<file path="src/rtl/aes_ctrl_seq.sv">
// rtl/aes_ctrl_seq.sv - byte-serial AES-128 control sequencer (LOAD, 10 rounds, OUT).
// Build option AES_CTRL_DUMMY_MC_EN: round 9 runs a full 20 cycles with held MixColumns strobes.
module aes_ctrl_seq (
  input  logic       ClkxCI,
  input  logic       RstxRI,
  input  logic       StartxSI,
  output logic       BusyxSO,
  output logic       LoadxSO,
  output logic       ShiftRowsxSO,
  output logic       MixColumnsxSO,
  output logic       NineRoundxSO,
  output logic [7:0] RconxDO,
  output logic       OutValidxSO,
  output logic       DonexSO
);

  typedef enum logic [1:0] {S_IDLE, S_LOAD, S_ROUND, S_OUT} state_t;

`ifdef AES_CTRL_DUMMY_MC_EN
  localparam logic [4:0] LAST_CYC_R9 = 5'd19;
`else
  localparam logic [4:0] LAST_CYC_R9 = 5'd15;
`endif

  state_t      r_state;
  state_t      w_state_nxt;
  logic [4:0]  r_cyc;
  logic [4:0]  w_cyc_nxt;
  logic [3:0]  r_rnd;
  logic [3:0]  w_rnd_nxt;
  logic [7:0]  r_rcon;
  logic [7:0]  w_rcon_nxt;
  logic        w_rnd_end;
  logic [7:0]  w_xtime;

  assign w_rnd_end = (r_rnd == 4'd9) ? (r_cyc == LAST_CYC_R9) : (r_cyc == 5'd19);
  assign w_xtime   = {r_rcon[6:0], 1'b0} ^ (r_rcon[7] ? 8'h1B : 8'h00);

  always_ff @(posedge ClkxCI) begin
    if (RstxRI) begin
      r_state <= S_IDLE;
      r_cyc   <= 5'd0;
      r_rnd   <= 4'd0;
      r_rcon  <= 8'h01;
    end else begin
      r_state <= w_state_nxt;
      r_cyc   <= w_cyc_nxt;
      r_rnd   <= w_rnd_nxt;
      r_rcon  <= w_rcon_nxt;
    end
  end

  always_comb begin
    w_state_nxt = r_state;
    w_cyc_nxt   = r_cyc + 5'd1;
    w_rnd_nxt   = r_rnd;
    w_rcon_nxt  = r_rcon;
    case (r_state)
      S_IDLE: begin
        w_cyc_nxt = 5'd0;
        if (StartxSI) w_state_nxt = S_LOAD;
      end
      S_LOAD: begin
        if (r_cyc == 5'd15) begin
          w_state_nxt = S_ROUND;
          w_cyc_nxt   = 5'd0;
          w_rnd_nxt   = 4'd0;
          w_rcon_nxt  = 8'h01;
        end
      end
      S_ROUND: begin
        if (w_rnd_end) begin
          w_cyc_nxt = 5'd0;
          if (r_rnd == 4'd9) begin
            w_state_nxt = S_OUT;
          end else begin
            w_rnd_nxt  = r_rnd + 4'd1;
            w_rcon_nxt = w_xtime;
          end
        end
      end
      S_OUT: begin
        // A start held high chains straight into the next LOAD with no IDLE gap.
        if (r_cyc == 5'd15) begin
          w_cyc_nxt   = 5'd0;
          w_state_nxt = StartxSI ? S_LOAD : S_IDLE;
        end
      end
      default: begin
        w_state_nxt = S_IDLE;
        w_cyc_nxt   = 5'd0;
      end
    endcase
  end

  always_comb begin
    BusyxSO       = (r_state != S_IDLE);
    LoadxSO       = (r_state == S_LOAD);
    ShiftRowsxSO  = (r_state == S_ROUND) && (r_cyc == 5'd15);
    MixColumnsxSO = (r_state == S_ROUND) && (r_cyc >= 5'd16);
    NineRoundxSO  = (r_state == S_ROUND) && (r_rnd == 4'd9);
    RconxDO       = r_rcon;
    OutValidxSO   = (r_state == S_OUT);
    DonexSO       = (r_state == S_OUT) && (r_cyc == 5'd15);
  end

endmodule

</file>
<file path="config.mk">
export PLATFORM = sky130hd
export DESIGN_NAME = aes_ctrl_seq
export DESIGN_NICKNAME = d
export VERILOG_FILES = /design/src/rtl/aes_ctrl_seq.sv
export SDC_FILE = /design/constraint.sdc
export NUM_CORES = 1
export LEC_CHECK = 0
export CAP_MARGIN = 10
export CORE_MARGIN = 5
export CORE_UTILIZATION = 50
export DETAILED_ROUTE_END_ITERATION = 6
export MAX_ROUTING_LAYER = met4
export PLACE_DENSITY_LB_ADDON = 0.05
export SYNTH_ARGS = -nofsm -noshare
export SYNTH_HDL_FRONTEND = slang
export SYNTH_SLANG_ARGS = --single-unit
</file>
<file path="constraint.sdc">
create_clock -name ClkxCI -period 4.23 [get_ports ClkxCI]
set_clock_uncertainty 0.2 [all_clocks]
set_input_delay 0.6345 -clock ClkxCI [delete_from_list [all_inputs] [get_ports ClkxCI]]
set_output_delay 0.6345 -clock ClkxCI [all_outputs]
set_load 0.05 [all_outputs]
</file>
==> flow_summary.yaml, run 1 <==
outcome:
  status: "finished clean"
critical_path:
  startpoint_type: "flip-flop"
  critical_path_arrival_ps: 2250
  buffering_stage_count_on_the_worst_path_with_inverters_included: 2
  critical_path.max_stage_delay_ps: 790
  crit-reg2reg-launch: "r_cyc[0]"
  critPathTopFamily: "buffers and inverters"
  worst_r2r_endpoint: "r_state[0]"
  crit_end: "ShiftRowsxSO"
  crit_path_frequent_cell: "sky130_fd_sc_hd__ha_1"
  slack_of_the_worst_reg_to_reg_path_ps: 1820
  end_kind: "output pin"
  cp.required_ps: 3400
  reg2regPathDepth: 8
  timing.critical_path.from: "r_cyc[0]"
  worst-setup-path-type: "reg -> out"
  path_cells: "ha_1, nand3_1, inv_1, ha_1, and2_1, clkdlybuf4s50_1"
  cp_max_fo: 4
  critical_path_depth: 6
  timing.critical_path.slowest_stage_cell: "sky130_fd_sc_hd__clkdlybuf4s50_1"
timing:
  setup_viol_count_final: 0
  max_slew.worst_pin.slew_ps: 514
  finalCriticalPeriod_ps: 3090
  grt_setup_unrepaired: "no"
  finalCritPeriodShare_pct: 73.0
  finalSetupTns_ps: 0
  drv_slew: 0
  relative_slew_slack_pct: 65.6
  maxClockFrequency_mhz: 324
  final-hold-violation-count: 0
logic_synthesis:
  synth_enable_flop_cells: 0
  post_synth_most_frequent_cells: "sky130_fd_sc_hd__dfxtp_1, sky130_fd_sc_hd__ha_1, sky130_fd_sc_hd__inv_1, sky130_fd_sc_hd__nor2_1"
  synthDistinctLibCells: 39
  synth-async-reset-ratio_pct: 0
  ys_ff_latch: 19
  synthMostInstantiatedCell: "sky130_fd_sc_hd__dfxtp_1"
  synth_area_leader_cell: "sky130_fd_sc_hd__dfxtp_1"
  netlist.area_leader.share_pct: 37.0
  syn-instance-count: 109
  post_synth_instance_area_mm2: 0.00103
  syn-num-nets: 123
  synthTopCellsByArea: "sky130_fd_sc_hd__dfxtp_1, sky130_fd_sc_hd__ha_1, sky130_fd_sc_hd__inv_1"
  synthFlopType: "sky130_fd_sc_hd__dfxtp_1"
  synth.yosys.seq_area_share_pct: 37.0
  yosys_warnings: 0
  synth.avg_cell_area_um2: 9.42
final_layout:
  antenna_cells: 0
  post_route_cells_drive_above_1_share_pct: 6.30
  layout-area-overhead-vs-synth_pct: 21.2
  stdcell_area_mm2: 0.00124
  layout.core_utilization_pct: 63.5
  design.final.nets: 142
placed_design:
  routabilityCongestion: 0.867
  place.detailed.hpwl_um: 1590
  placement.io_buffers: 17
  dpl-instance-area_mm2: 0.00122
run:
  max_cap_violations: 0
power_and_ir_drop:
  total_leakage_power_nw: 0.468
  cellPowerDensity_mw_per_mm2: 412
  irDropWorstVdd_mv: 0.271
  p_total_uw: 513
clock_network:
  ctsHoldBuffers: 0
  cts_tree: "built"
  cts-buffers-inserted: 3
  post_cts_resize_count: 0
  clock_tree.htree_level_count: 1
  post_cts.repair.setup_buffers: 0
  clock_insertion_delay_worst_skew_ps: 290
  clk_root_buffer_cell: "sky130_fd_sc_hd__clkbuf_4"
  clk_transition_reported_paths_ps: 100
  cts_num_sinks: 19
  cts_max_path_buffers: 2
global_route:
  antenna_violations_before_repair: 0
  first_global_vias: 860
  gr-usage-all-layers_pct: 15.7
  grt_start_max_net_pins: 16
  grt_remaining_overflow: 0
  global_route_wire_length_before_repair_um: 3840
floorplanning:
  start_util_pct: 52.4
  pin_count: 18
  placeableCoreArea_mm2: 0.00196
  die-width_um: 55.3
  die_area_mm2: 0.00306
  std_cell_rows: 16
  die_y_um: 55.3
drt:
  remaining_drc_errors: 0
  detailroute.via_count: 836
  via_per_inst: 5.43
  wl_per_cell_um: 13.6
  drtAntennaViolNets: 0
  drt_iter0_drc: 11
  drt-pass1-iter-count: 4
  drt_wl_total_um: 2090
min_path:
  hold_crit_path_type: "reg -> reg"
cells by family after synthesis:
group	Yosys count	share of synthesized area, %
and+or+nand+nor	32	18.8
AOI/OAI and AO/OA	23	16.2
DFF	19	37.0
buffers and inverters	14	5.24
adders and majority gates	11	13.4
xor gates and xnor gates	5	4.26
muxes	5	5.12
per-stage QoR:
step	setup slack [ps]	std cells	hold WS (ps)
finish	1140	154	260
global route	982	154	289
CTS	1120	154	270
global placement	1460	150	233
detailed placement	1450	150	246
floorplan	1930	109	218
state kept, by name (all words and copies together), names as in the netlist:
signal and cells:
r_state 2, RconxDO 8, r_cyc 5, r_rnd 4
worst min path at each step:
| stage | startpoint | endpoint | slack (ps) | cells past startpoint |
|---|---|---|---|---|
| after floorplan | r_cyc[0] | r_cyc[0] | 220 | 1 |
| after global routing | r_cyc[0] | r_cyc[0] | 290 | 1 |
| after CTS | r_cyc[0] | r_cyc[0] | 270 | 1 |
| final | r_cyc[0] | r_cyc[0] | 260 | 1 |
| after detailed placement | r_cyc[0] | r_cyc[0] | 250 | 1 |
| after global placement | r_cyc[0] | r_cyc[0] | 230 | 1 |
where the power goes:
part | internal, mW | switching (mW) | total [mW]
registers | 0.190 | 0.0121 | 0.202
clock network | 0.0367 | 0.0522 | 0.0889
logic | 0.0820 | 0.140 | 0.222
total | 0.309 | 0.204 | 0.513
cell type report:
type / count / area [um^2]
clock buffers: 4 / 26.3
fillers: 189 / 717
multi-input cells: 76 / 593
flip-flops and latches: 19 / 380
inverters: 11 / 41.3
repair buffers: 17 / 170
well taps: 27 / 33.8
metal layers:
| metal | vias to the layer above | track usage [%] | routed length, um |
|---|---|---|---|
| li1 | 425 | - | - |
| met1 | 393 | 20.7 | 1080 |
| met2 | 16 | 23.8 | 934 |
| met3 | 2 | 4.66 | 66 |
| met4 | 0 | 3.13 | 12 |
| met5 | - | - | 0 |
cells in the final DEF, fill, tap and decap left out, types with 3 or more instances in the layout:
cell	instances
sky130_fd_sc_hd__a21oi_1	4
sky130_fd_sc_hd__xnor2_1	3
sky130_fd_sc_hd__o22ai_1	3
sky130_fd_sc_hd__mux2i_1	3
sky130_fd_sc_hd__ha_1	11
sky130_fd_sc_hd__inv_1	11
sky130_fd_sc_hd__nand2b_1	4
sky130_fd_sc_hd__nor2_1	8
sky130_fd_sc_hd__clkbuf_4	3
sky130_fd_sc_hd__and2_1	3
sky130_fd_sc_hd__clkdlybuf4s50_1	17
sky130_fd_sc_hd__dfxtp_1	19
sky130_fd_sc_hd__nand3_1	3
Note: power is estimated with default switching activity, not from simulation.
==> inputs of run 2 (changes only) <==
CORE_UTILIZATION = 46   (was 50)
clock period = 2.7 ns   (was 4.23 ns; I/O delays follow)
==> run 2 against run 1 <==
Net effect: utilization shrank 6.1 points; flip-flop and latch count is the same; cell area is the same; first-iteration DRC count shrank 9.1%; critical endpoint is now LoadxSO; largest cell class unchanged.
==> flow_summary.yaml, run 2 (synthesis gave the netlist of run 1 again) <==
critical_path:
  cp.required_ps: 2100
  critical_path.max_stage_delay_ps: 850
  path_cells: "inv_1, ha_1, clkdlybuf4s50_1"
  buffering_stage_count_on_the_worst_path_with_inverters_included: 2
  critical_path_arrival_ps: 1920
  startpoint_type: "flip-flop"
  cp_max_fo: 5
  critPathTopFamily: "buffers and inverters"
  end_kind: "output pin"
  timing.critical_path.slowest_stage_cell: "sky130_fd_sc_hd__clkdlybuf4s50_1"
  worst-setup-path-type: "reg -> out"
floorplanning:
  std_cell_rows: 17
  pin_count: 18
  placeableCoreArea_mm2: 0.00217
  start_util_pct: 47.3
  die_area_mm2: 0.00328
  die-width_um: 57.3
  die_y_um: 57.3
final_layout:
  multi_input_area_um2: 593
  antenna_cells: 0
  most_common_library_cell_in_the_layout_ignoring_fill_and_taps: "sky130_fd_sc_hd__dfxtp_1"
  layout-area-overhead-vs-synth_pct: 21.2
  design.final.nets: 143
  largest_reg_flops: 8
  layout.cells.most_common_list: "sky130_fd_sc_hd__dfxtp_1, sky130_fd_sc_hd__clkdlybuf4s50_1, sky130_fd_sc_hd__inv_1, sky130_fd_sc_hd__ha_1, sky130_fd_sc_hd__nor2_1"
  layout_fillers: 224
  post_route_cells_drive_above_1_share_pct: 10.9
  sequential_cell_area_um2: 380
global_route:
  grt_start_max_net_pins: 12
  gr-usage-all-layers_pct: 15.6
  antenna_violations_before_repair: 0
  first_global_vias: 860
  global_route_wire_length_before_repair_um: 3880
  grt_remaining_overflow: 0
drt:
  via_per_inst: 5.42
  drt_iter0_drc: 10
  drt_wl_total_um: 2270
  met1_length_um: 994
  drt-pass1-iter-count: 4
  remaining_drc_errors: 0
  detailroute.via_count: 845
  routed-wl-met3_um: 61
  drtAntennaViolNets: 0
  wl_met2_um: 1160
  highest-signal-layer: "met4"
  wl_per_cell_um: 14.5
timing:
  finalCritPeriodShare_pct: 93.6
  max_slew.worst_pin.slew_ps: 520
  grt_setup_unrepaired: "no"
  maxClockFrequency_mhz: 396
  setup_viol_count_final: 0
  final-hold-violation-count: 0
  drv_slew: 0
  finalCriticalPeriod_ps: 2530
  relative_slew_slack_pct: 65.3
  finalSetupTns_ps: 0
clock_network:
  cts_max_path_buffers: 2
  cts-buffers-inserted: 3
  cts_num_sinks: 19
  post_cts.repair.setup_buffers: 0
  clk_root_buffer_cell: "sky130_fd_sc_hd__clkbuf_4"
  cts_tree: "built"
  clock_tree.htree_level_count: 1
  ctsHoldBuffers: 0
  clock_insertion_delay_worst_skew_ps: 300
  post_cts_resize_count: 0
  clk_transition_reported_paths_ps: 110
power_and_ir_drop:
  sw_frac_of_total_pct: 40.6
  design_internal_power_uw: 482
  cellPowerDensity_mw_per_mm2: 652
  total_leakage_power_nw: 0.484
  pwr-share-comb_pct: 43.3
  power.switching_uw: 330
  clock_power_share_pct: 17.9
  p_total_uw: 812
  share_seq_of_total_power_pct: 38.8
  irDropWorstVdd_mv: 0.471
min_path:
  hold_crit_path_type: "reg -> reg"
placed_design:
  routabilityCongestion: 0.711
  place.detailed.hpwl_um: 1730
  placement.io_buffers: 17
run:
  max_cap_violations: 0
outcome:
  status: "finished clean"
[run 2: changes by cell type in the layout (fill, tap and decap cells not counted), sizes merged]
cell / before / now
clkbuf: 4 / 3
clkdlybuf4s50: 17 / 13
buf: 0 / 5
clkinv: 0 / 1
[run 2: layout make-up]
| class | instances | share of cell area, % |
|---|---|---|
| Inverter | 11 | 3.32 |
| Clock inverter | 1 | 0.402 |
| Multi-Input combinational cell | 76 | 47.6 |
| Timing Repair Buffer | 18 | 13.5 |
| Tap cell | 28 | 2.81 |
| Clock buffer | 3 | 1.81 |
| Sequential cell | 19 | 30.6 |
[run 2: routing by layer]
metal	up-vias	GRT usage [%]
met1	396	18.1
met3	5	2.26
met4	0	6.95
li1	426	-
met5	-	-
met2	18	26.4
[run 2: power groups by stage]
stage	Sequential (mW)	Clock (mW)	Combinational, mW
detailed placement	0.321	0	0.348
finish	0.315	0.146	0.351
global route	0.318	0.167	0.385
floorplan	0.317	0	0.264
CTS	0.315	0.154	0.352
global placement	0.320	0	0.338
[run 2: worst paths after layout]
kind               from         end  slack [ps]  depth (start not counted)
max          r_state[1]     LoadxSO         170                          3
min            r_cyc[0]    r_cyc[0]         250                          1
max reg2reg    r_cyc[0]  r_state[0]         310                          8
min reg2reg    r_cyc[0]    r_cyc[0]         250                          1
[run 2: per-stage QoR]
stage	util [%]	instances	worst slack [ps]	hold slack, ps	cell area (um^2)
2_1_floorplan	-	109	439	218	1030
3_3_place_gp	56.1	152	393	232	1220
3_5_place_dp	56.1	152	331	239	1220
4_1_cts	57.4	156	156	258	1240
5_1_grt	57.4	156	69.7	293	1240
6_report	57.4	156	172	254	1240
